**src/rtl/imem_fetch_ctrl.sv**
```systemverilog
// rtl/imem_fetch_ctrl.sv - instruction ROM fetch sequencer
//
// Owns the program counter, drives the ROM word address every cycle and
// registers the returned word into a one-entry fetch stage for decode.
// Handles decode stalls, branch/jump redirects, a halt word and address faults.
//
// Ports:
//   i_clk             clock, all state updates on the rising edge
//   i_rst             asynchronous active-high reset
//   i_stall           decode back-pressure, holds the fetch stage and PC
//   i_redirect_valid  branch/jump taken this cycle (beats i_stall)
//   i_redirect_target byte address of the redirect
//   o_mem_addr        ROM word index derived from the PC
//   i_mem_rdata       ROM word at o_mem_addr, same cycle
//   o_if_valid        o_if_instr/o_if_pc hold a live instruction
//   o_if_instr        fetched instruction
//   o_if_pc           byte PC of o_if_instr
//   o_halted          halt word fetched, sticky until reset
//   o_fault           misaligned/out-of-range PC, sticky until reset
//   o_fetch_count     instructions issued, wraps at 2^32

module imem_fetch_ctrl #(
  parameter logic [31:0] RESET_PC  = 32'h0000_0000,
  parameter int          ADDR_W    = 13,
  parameter logic [31:0] HALT_WORD = 32'hFFFF_FFFF
) (
  input  logic        i_clk,
  input  logic        i_rst,
  input  logic        i_stall,
  input  logic        i_redirect_valid,
  input  logic [31:0] i_redirect_target,
  output logic [31:0] o_mem_addr,
  input  logic [31:0] i_mem_rdata,
  output logic        o_if_valid,
  output logic [31:0] o_if_instr,
  output logic [31:0] o_if_pc,
  output logic        o_halted,
  output logic        o_fault,
  output logic [31:0] o_fetch_count
);

  typedef enum logic [1:0] {
    ST_RUN   = 2'd0,
    ST_HALT  = 2'd1,
    ST_FAULT = 2'd2
  } state_t;

  state_t      r_state, w_state_nx;
  logic [31:0] r_pc, w_pc_nx;
  logic        r_if_valid, w_if_valid_nx;
  logic [31:0] r_if_instr, w_if_instr_nx;
  logic [31:0] r_if_pc, w_if_pc_nx;
  logic [31:0] r_fetch_count, w_fetch_count_nx;

  logic [31:0] w_pc_inc;
  logic        w_tgt_bad;
  logic        w_inc_bad;

  assign w_pc_inc = r_pc + 32'd4;

  // Any bit at or above ADDR_W+2 means the byte address lies past the ROM.
  assign w_tgt_bad = (i_redirect_target[1:0] != 2'b00) ||
                     ((i_redirect_target >> (ADDR_W + 2)) != 32'd0);
  assign w_inc_bad = (w_pc_inc >> (ADDR_W + 2)) != 32'd0;

  always_ff @(posedge i_clk or posedge i_rst) begin
    if (i_rst) begin
      r_state       <= ST_RUN;
      r_pc          <= RESET_PC;
      r_if_valid    <= 1'b0;
      r_if_instr    <= 32'd0;
      r_if_pc       <= 32'd0;
      r_fetch_count <= 32'd0;
    end else begin
      r_state       <= w_state_nx;
      r_pc          <= w_pc_nx;
      r_if_valid    <= w_if_valid_nx;
      r_if_instr    <= w_if_instr_nx;
      r_if_pc       <= w_if_pc_nx;
      r_fetch_count <= w_fetch_count_nx;
    end
  end

  always_comb begin
    w_state_nx       = r_state;
    w_pc_nx          = r_pc;
    w_if_valid_nx    = r_if_valid;
    w_if_instr_nx    = r_if_instr;
    w_if_pc_nx       = r_if_pc;
    w_fetch_count_nx = r_fetch_count;

    case (r_state)
      ST_RUN: begin
        if (i_redirect_valid) begin
          // The word fetched this cycle is wrong-path: squash it.
          w_if_valid_nx = 1'b0;
          if (w_tgt_bad) begin
            w_state_nx = ST_FAULT;
          end else begin
            w_pc_nx = i_redirect_target;
          end
        end else if (!i_stall) begin
          w_if_instr_nx    = i_mem_rdata;
          w_if_pc_nx       = r_pc;
          w_if_valid_nx    = 1'b1;
          w_fetch_count_nx = r_fetch_count + 32'd1;
          if (i_mem_rdata == HALT_WORD) begin
            w_state_nx = ST_HALT;
          end else if (w_inc_bad) begin
            // Last ROM word still issues; the PC never takes the bad value.
            w_state_nx = ST_FAULT;
          end else begin
            w_pc_nx = w_pc_inc;
          end
        end
      end
      ST_HALT: begin
        // Keep the halt word visible until decode accepts it.
        if (!i_stall) begin
          w_if_valid_nx = 1'b0;
        end
      end
      default: begin
        w_state_nx    = ST_FAULT;
        w_if_valid_nx = 1'b0;
      end
    endcase
  end

  assign o_mem_addr    = {{(32 - ADDR_W){1'b0}}, r_pc[ADDR_W+1:2]};
  assign o_if_valid    = r_if_valid;
  assign o_if_instr    = r_if_instr;
  assign o_if_pc       = r_if_pc;
  assign o_halted      = (r_state == ST_HALT);
  assign o_fault       = (r_state == ST_FAULT);
  assign o_fetch_count = r_fetch_count;

endmodule
```
**config.mk**
```make
export PLATFORM = sky130hd
export DESIGN_NAME = imem_fetch_ctrl
export DESIGN_NICKNAME = d
export VERILOG_FILES = /design/src/rtl/imem_fetch_ctrl.sv
export SDC_FILE = /design/constraint.sdc
export NUM_CORES = 1
export LEC_CHECK = 0
export CAP_MARGIN = 15
export CORE_AREA = 3 3 153 125
export CTS_CLUSTER_SIZE = 28
export DETAILED_ROUTE_END_ITERATION = 8
export DIE_AREA = 0 0 156 128
export DONT_BUFFER_PORTS = 1
export PLACE_DENSITY = 0.51
export SYNTH_ARGS = -nofsm -noshare
export SYNTH_HDL_FRONTEND = slang
export SYNTH_SLANG_ARGS = --single-unit
```
**constraint.sdc**
```tcl
create_clock -name i_clk -period 5.1 [get_ports i_clk]
set_clock_uncertainty 0.2 [all_clocks]
set_input_delay 1.02 -clock i_clk [delete_from_list [all_inputs] [get_ports i_clk]]
set_output_delay 1.02 -clock i_clk [all_outputs]
set_load 0.005 [all_outputs]
```
==> metrics.md, run 1 <==
| Metric | Value |
|---|---|
| Leak | `approximately 3.1 nW` |
| Gr busiest metal | `met2` |
| Grt met3 use | `0.0651` |
| Synth-to-Final Area Change | `10.6%` |
| Cell Pwr Density | `343 nW/um^2` |
| Main synth FF type | `dfrtp_1` |
| Slew Limit Fails | `0` |
| Final #Nets | `between 600 and 700` |
| Max-slew headroom | `0.377` |
| Unrepaired setup endpoints after global routing | `false` |
| Worst-skew pair later-pin latency | `between 0.4 and 0.5 ns` |
| Tightest Pin Transition | `just over 0.9 ns` |
| FP Rows | `43` |
| WP data arrival | `approximately 3.8 ns` |
| Io pins | `199` |
| Tmin final | `3.66 ns` |
| Max Freq | `between 0.2 and 0.3 GHz` |
| GR Layer Usage met1 | `0.194` |
| Vias in the first global route | `between 4k and 5k` |
| Avg WL per Cell | `19.3 um` |
| GRT overflow | `0` |
| Setup Viol. Count Final | `0` |
| Core outline area | `17500 um^2` |
| Clk pin slew, worst setup/hold paths | `0.06 ns` |
| WP data required | `between 5 and 6 ns` |
| Routed wire length | `about 15000 um` |
| Worst path max stage delay | `around 0.58 ns` |
| Postcts setup bufs | `0` |
| VDD IR max | `roughly 0.16 mV` |
| Post-Syn Area | `about 6400 um^2` |
| Largest net degree at the start of global routing | `104` |
| Critical-path cell list | `ha_1, nand4_2, nor4_1, and2_1, a211o_1, nand3_1, o31ai_4, mux2_1` |
| Total via count in the routed design | `~4.3k` |
| Synth warnings | `0` |
| Num CTS Buffers | `17` |
| First-pass GRT wire length | `around 24000 um` |
| Via/cell ratio | `5.48` |
| DRC violations left | `0` |
| Antenna viol nets, final | `0` |
| Initial antenna violation count | `0` |
| Iteration count of the initial detailed-routing pass | `5` |
| Utilization after layout | `0.402` |
| DP HPWL | `~11000 um` |
| Synth top area share | `0.516` |
| Clock Tree Root | `clkbuf_16` |
| Status | `finished, final reports clean` |
| Crit end category | `register` |
| # diodes | `0` |
| Top post-synthesis cells by area | `dfrtp_1 (52%), mux2_2 (12%), buf_4 (3.8%)` |
| Register bit total from synthesis | `between 100 and 150` |
| Layout cells sized above 1 | `0.215` |
| Port Buffers | `0` |
| Maxcap violations | `0` |
| Min Hold Slack | `~0.28 ns` |
| Cells after Synth | `roughly 560` |
| Startpoint Class | `register` |
| Crit-path max FO | `11` |
| H-tree depth | `4` |
| Most frequent cells in the layout | `dfrtp_1 (131), mux2_2 (66), nand2_1 (47)` |
| Non-Filler Instances | `between 700 and 800` |
| Setup_tns | `0 ns` |
| Met2 GRT Util | `0.229` |
| Routability cong. | `approximately 0.84` |
| Final worst setup slack | `approximately 1.4 ns` |
| CTS tree | `built` |
| Initial Util | `0.364` |
| Worst hold path type | `reg2reg` |
| Iter 0 DRT Violations | `around 330` |
| Most common cell after layout, fill and taps aside | `dfrtp_1` |
| Setup WS pre-CTS | `1.20 ns` |
| CP top delay family | `simple AND/OR/NAND/NOR gates` |
| Tcrit/Tclk final | `0.718` |
| CTS Hold Bufs | `0` |
| Final hold vios | `0` |
| Die W | `about 160 um` |
| Area leader, netlist | `dfrtp_1` |
| Gr usage total | `0.152` |
| Cell variety after synth | `66` |
| Die area | `20000 um^2` |
| Post-synthesis sequential area ratio | `0.516` |
| Clk buf depth | `2` |
| Crit path kind | `reg2reg` |
| Post-Place Cells | `around 750` |
| Worst path slowest cell | `nor4_1` |
| CTS Sinks | `about 130` |
| Die Ht | `128 um` |
| Resize count post-CTS | `0` |
| Async set-reset flop share out of synthesis | `1.00` |
| Worst path bufs/invs | `0` |
| EDFF count, synth | `0` |
| Syn Area/Cell | `roughly 11 um^2` |
==> per-layer routing <==
layer  vias to the layer above  wire length [um]
met4                         0               203
met3                        17              1410
li1                       1961                 -
met1                      2147              6500
met2                       165              7010
met5                         -                 0
==> flip-flops by register name, indices dropped and copies added, names as in the netlist <==
signal / flops
o_fetch_count: 32
o_if_instr: 32
o_if_pc: 32
r_pc: 32
r_state: 2
o_if_valid: 1
==> worst register-to-register path, cell delays in order, from the launching register on <==
cell,delay (ns)
dfrtp_1,0.55
ha_1,0.29
nand4_2,0.21
nor4_1,0.58
and2_1,0.22
a211o_1,0.14
nand3_1,0.41
o31ai_4,0.59
mux2_1,0.37
==> Yosys cell counts, types with 2 or more instances <==
master	count
mux2i_1	3
a22oi_1	2
nand3_1	17
o41ai_1	2
buf_6	3
xor2_1	9
inv_1	6
nor2b_1	5
a22oi_2	2
o311ai_0	3
a32o_1	2
nand4_1	29
and2_1	21
nor3_1	10
clkbuf_1	10
or2_2	3
nand2_1	47
or4_1	7
nand2b_1	5
a211o_1	2
o31ai_1	6
buf_1	6
nor2_1	32
o2111ai_1	3
nor4_1	13
mux2_2	66
buf_2	2
and4_1	3
xnor2_1	23
a31oi_1	3
o211ai_1	3
o21ai_0	2
or3_1	4
nor4b_1	3
a21oi_1	5
dfrtp_1	131
ha_1	2
and3_1	4
buf_4	32
==> power breakdown <==
part | leakage [nW] | switching, mW | internal [mW]
Sequential | 1.79 | 0.0137 | 1.05
Combinational | 0.996 | 0.0361 | 0.0179
Clock | 0.299 | 0.458 | 0.829
Total | 3.08 | 0.508 | 1.90
==> cell type report <==
type	instances	area, um^2
well taps	225	282
repair buffers	3	22.5
fillers	1667	10500
inverters	6	27.5
clock inverters	13	184
flip-flops and latches	131	3280
clock buffers	19	443
multi-input cells	386	2790
==> kinds of logic after synthesis <==
family                     Yosys count  share of synthesized area
adders and majority gates            2                    0.00393
and+or+nand+nor                    213                      0.185
buffers and inverters               59                     0.0577
muxes                               70                      0.123
AOI/OAI and AO/OA                   50                     0.0701
xor gates and xnor gates            32                     0.0441
DFF                                131                      0.516
other                                1                   0.000590
==> worst paths after layout <==
kind	startpoint	end	slack, ns	depth (start not counted)
max in group asynchronous	i_rst	o_if_instr[14]	3.27	2
max	r_pc[2]	r_pc[3]	1.44	8
min	r_pc[1]	r_pc[1]	0.28	1
min reg2reg	r_pc[1]	r_pc[1]	0.28	1
min in group asynchronous	i_rst	o_fetch_count[19]	0.46	1
max reg2reg	r_pc[2]	r_pc[3]	1.44	8
==> through the flow <==
stage          power, mW  area (um^2)
3_5_place_dp        1.14         6400
4_1_cts             2.44         7030
3_3_place_gp        1.14         6400
5_1_grt             2.49         7030
6_report            2.41         7030
2_1_floorplan       1.14         6430
No activity file was read; power rests on OpenSTA's default activity.
==> inputs of run 2 (changes only) <==
Clock period 5.1 ns to 3.8 ns, I/O delays scaled along.
==> metrics.md, run 2 (same netlist as run 1, synthesis figures left out) <==
| Metric | Value |
|---|---|
| First-pass GRT wire length | `24100 um (was 23700 um)` |
| Routability cong. | `0.804 (was 0.843)` |
| Worst path max stage delay | `0.59 ns (was 0.58 ns)` |
| Resize count post-CTS | `0 (unchanged)` |
| CTS tree | `built (unchanged)` |
| Initial Util | `0.364 (unchanged)` |
| VDD IR max | `0.200 mV (was 0.155 mV)` |
| CP top delay family | `simple AND/OR/NAND/NOR gates (unchanged)` |
| Clock Tree Root | `clkbuf_16 (unchanged)` |
| Iter 0 DRT Violations | `286 (was 332)` |
| Routed wire length | `15300 um (was 15100 um)` |
| FP Rows | `43 (unchanged)` |
| Slew Limit Fails | `0 (unchanged)` |
| Final #Nets | `622 (was 615)` |
| Max-slew headroom | `0.480 (was 0.377)` |
| Register area | `3280 um^2 (unchanged)` |
| CTS Hold Bufs | `0 (unchanged)` |
| # diodes | `0 (unchanged)` |
| Vias in the first global route | `4279 (was 4322)` |
| Maxcap violations | `0 (unchanged)` |
| Cell Pwr Density | `451 nW/um^2 (was 343 nW/um^2)` |
| Tightest Pin Transition | `0.773 ns (was 0.935 ns)` |
| Initial antenna violation count | `0 (unchanged)` |
| Io pins | `199 (unchanged)` |
| Crit-path max FO | `11 (unchanged)` |
| Die area | `20000 um^2 (unchanged)` |
| Worst hold path type | `in2async (was reg2reg)` |
| Die Ht | `128 um (unchanged)` |
| Critical-path cell list | `ha_1, nand4_2, or4_4, o21a_1, a311oi_4, nand4b_4, or4_1, a22oi_2 (was ha_1, nand4_2, nor4_1, and2_1, a211o_1, nand3_1, o31ai_4, mux2_1)` |
| Fin area | `7070 um^2 (was 7030 um^2)` |
| Worst flop-to-flop path startpoint | `r_pc[2] (unchanged)` |
| Startpoint Class | `register (unchanged)` |
| CTS Sinks | `131 (unchanged)` |
| Setup Viol. Count Final | `0 (unchanged)` |
| Via/cell ratio | `5.41 (was 5.48)` |
| DP HPWL | `11100 um (was 10700 um)` |
| Final hold vios | `0 (unchanged)` |
| Max Freq | `0.297 GHz (was 0.273 GHz)` |
| Clk pin slew, worst setup/hold paths | `0.06 ns (about the same)` |
| Avg WL per Cell | `19.4 um (was 19.3 um)` |
| Multi-input logic area | `2790 um^2 (unchanged)` |
| Status | `finished, final reports clean (unchanged)` |
| Total via count in the routed design | `4273 (was 4290)` |
| Most frequent cells in the layout | `dfrtp_1 (131), mux2_2 (66), nand2_1 (47) (unchanged)` |
| GRT overflow | `0 (unchanged)` |
| Clk buf depth | `2 (unchanged)` |
| Unrepaired setup endpoints after global routing | `false (unchanged)` |
| Crit path kind | `reg2reg (unchanged)` |
| Min Hold Slack | `0.132 ns (was 0.282 ns)` |
| Placement Cell Area | `6470 um^2 (was 6400 um^2)` |
| Leak | `3.11 nW (was 3.08 nW)` |
| Core outline area | `17500 um^2 (unchanged)` |
| DRC violations left | `0 (unchanged)` |
| Synth-to-Final Area Change | `11.3% (was 10.6%)` |
| Num CTS Buffers | `17 (unchanged)` |
| R2R Path End | `r_pc[14] (was r_pc[3])` |
| R2R setup slack | `0.43 ns (was 1.44 ns)` |
| Most common cell after layout, fill and taps aside | `dfrtp_1 (unchanged)` |
| Worst path bufs/invs | `0 (unchanged)` |
| Gr usage total | `0.155 (was 0.152)` |
| Tcrit/Tclk final | `0.887 (was 0.718)` |
| Port Buffers | `0 (unchanged)` |
| Antenna viol nets, final | `0 (unchanged)` |
| Fillcell total | `1662 (was 1667)` |
| Tmin final | `3.37 ns (was 3.66 ns)` |
| WP data required | `3.94 ns (was 5.20 ns)` |
| Die W | `156 um (unchanged)` |
| Setup_tns | `0 ns (unchanged)` |
| Worst path slowest cell | `or4_1 (was nor4_1)` |
| WP data arrival | `3.51 ns (was 3.77 ns)` |
| Crit end category | `register (unchanged)` |
| R2R cell count | `8 (unchanged)` |
| Largest net degree at the start of global routing | `60 (was 104)` |
| H-tree depth | `4 (unchanged)` |
| Iteration count of the initial detailed-routing pass | `4 (was 5)` |
| Layout cells sized above 1 | `0.227 (was 0.215)` |
| Postcts setup bufs | `0 (unchanged)` |
| Worst-skew pair later-pin latency | `0.42 ns (about the same)` |
[run 2: cell types whose count changed in the layout (fill, tap and decap cells not counted)]
cell	previous run	this run
clkinv_4	3	2
inv_6	1	6
bufinv_16	4	2
clkbuf_1	1	0
buf_12	0	1
clkinv_2	3	0
inv_8	0	2
buf_4	3	9
[run 2: layout make-up]
type                            instances  area share
Inverter                                6     0.00371
Clock buffer                           18      0.0621
Multi-Input combinational cell        386       0.395
Tap cell                              225      0.0398
Sequential cell                       131       0.463
Clock inverter                         14      0.0237
Timing Repair Buffer                   10      0.0124
[run 2: through the flow]
| step | setup slack (ns) | std cells | power [mW] | util |
|---|---|---|---|---|
| after floorplan | 0.786 | 576 | 1.53 | - |
| after global placement | 0.480 | 758 | 1.53 | 0.370 |
| after detailed placement | 0.417 | 758 | 1.53 | 0.370 |
| after CTS | 0.405 | 790 | 3.24 | 0.405 |
| after global routing | 0.257 | 790 | 3.30 | 0.405 |
| final | 0.431 | 790 | 3.19 | 0.405 |
[run 2: how the worst max path moves through the flow]
| stage | slack (ns) | endpoint | depth (start not counted) | from |
|---|---|---|---|---|
| 3_3_place_gp | 0.48 | r_pc[14] | 8 | r_pc[2] |
| 4_1_cts | 0.40 | r_pc[14] | 8 | r_pc[2] |
| 2_1_floorplan | 0.79 | r_pc[14] | 9 | r_pc[2] |
| 6_report | 0.43 | r_pc[14] | 8 | r_pc[2] |
| 5_1_grt | 0.26 | r_pc[6] | 8 | r_pc[2] |
| 3_5_place_dp | 0.42 | o_fetch_count[29] | 7 | i_redirect_valid |
[run 2: report_power, final]
| group | switching [mW] | internal (mW) |
|---|---|---|
| registers | 0.0186 | 1.41 |
| clock network | 0.681 | 1.01 |
| logic | 0.0491 | 0.0261 |
| total | 0.749 | 2.44 |
[run 2: layer usage]
layer	routed length, um	GRT usage
met2	7200	0.231
met3	1430	0.0624
met1	6520	0.206
met5	0	0
met4	186	0.0504
[run 2: worst register-to-register path: stages (launching register included)]
cell      delay (ns)
dfrtp_1         0.53
ha_1            0.29
nand4_2         0.21
or4_4           0.57
o21a_1          0.21
a311oi_4        0.26
nand4b_4        0.26
or4_1           0.59
a22oi_2         0.17
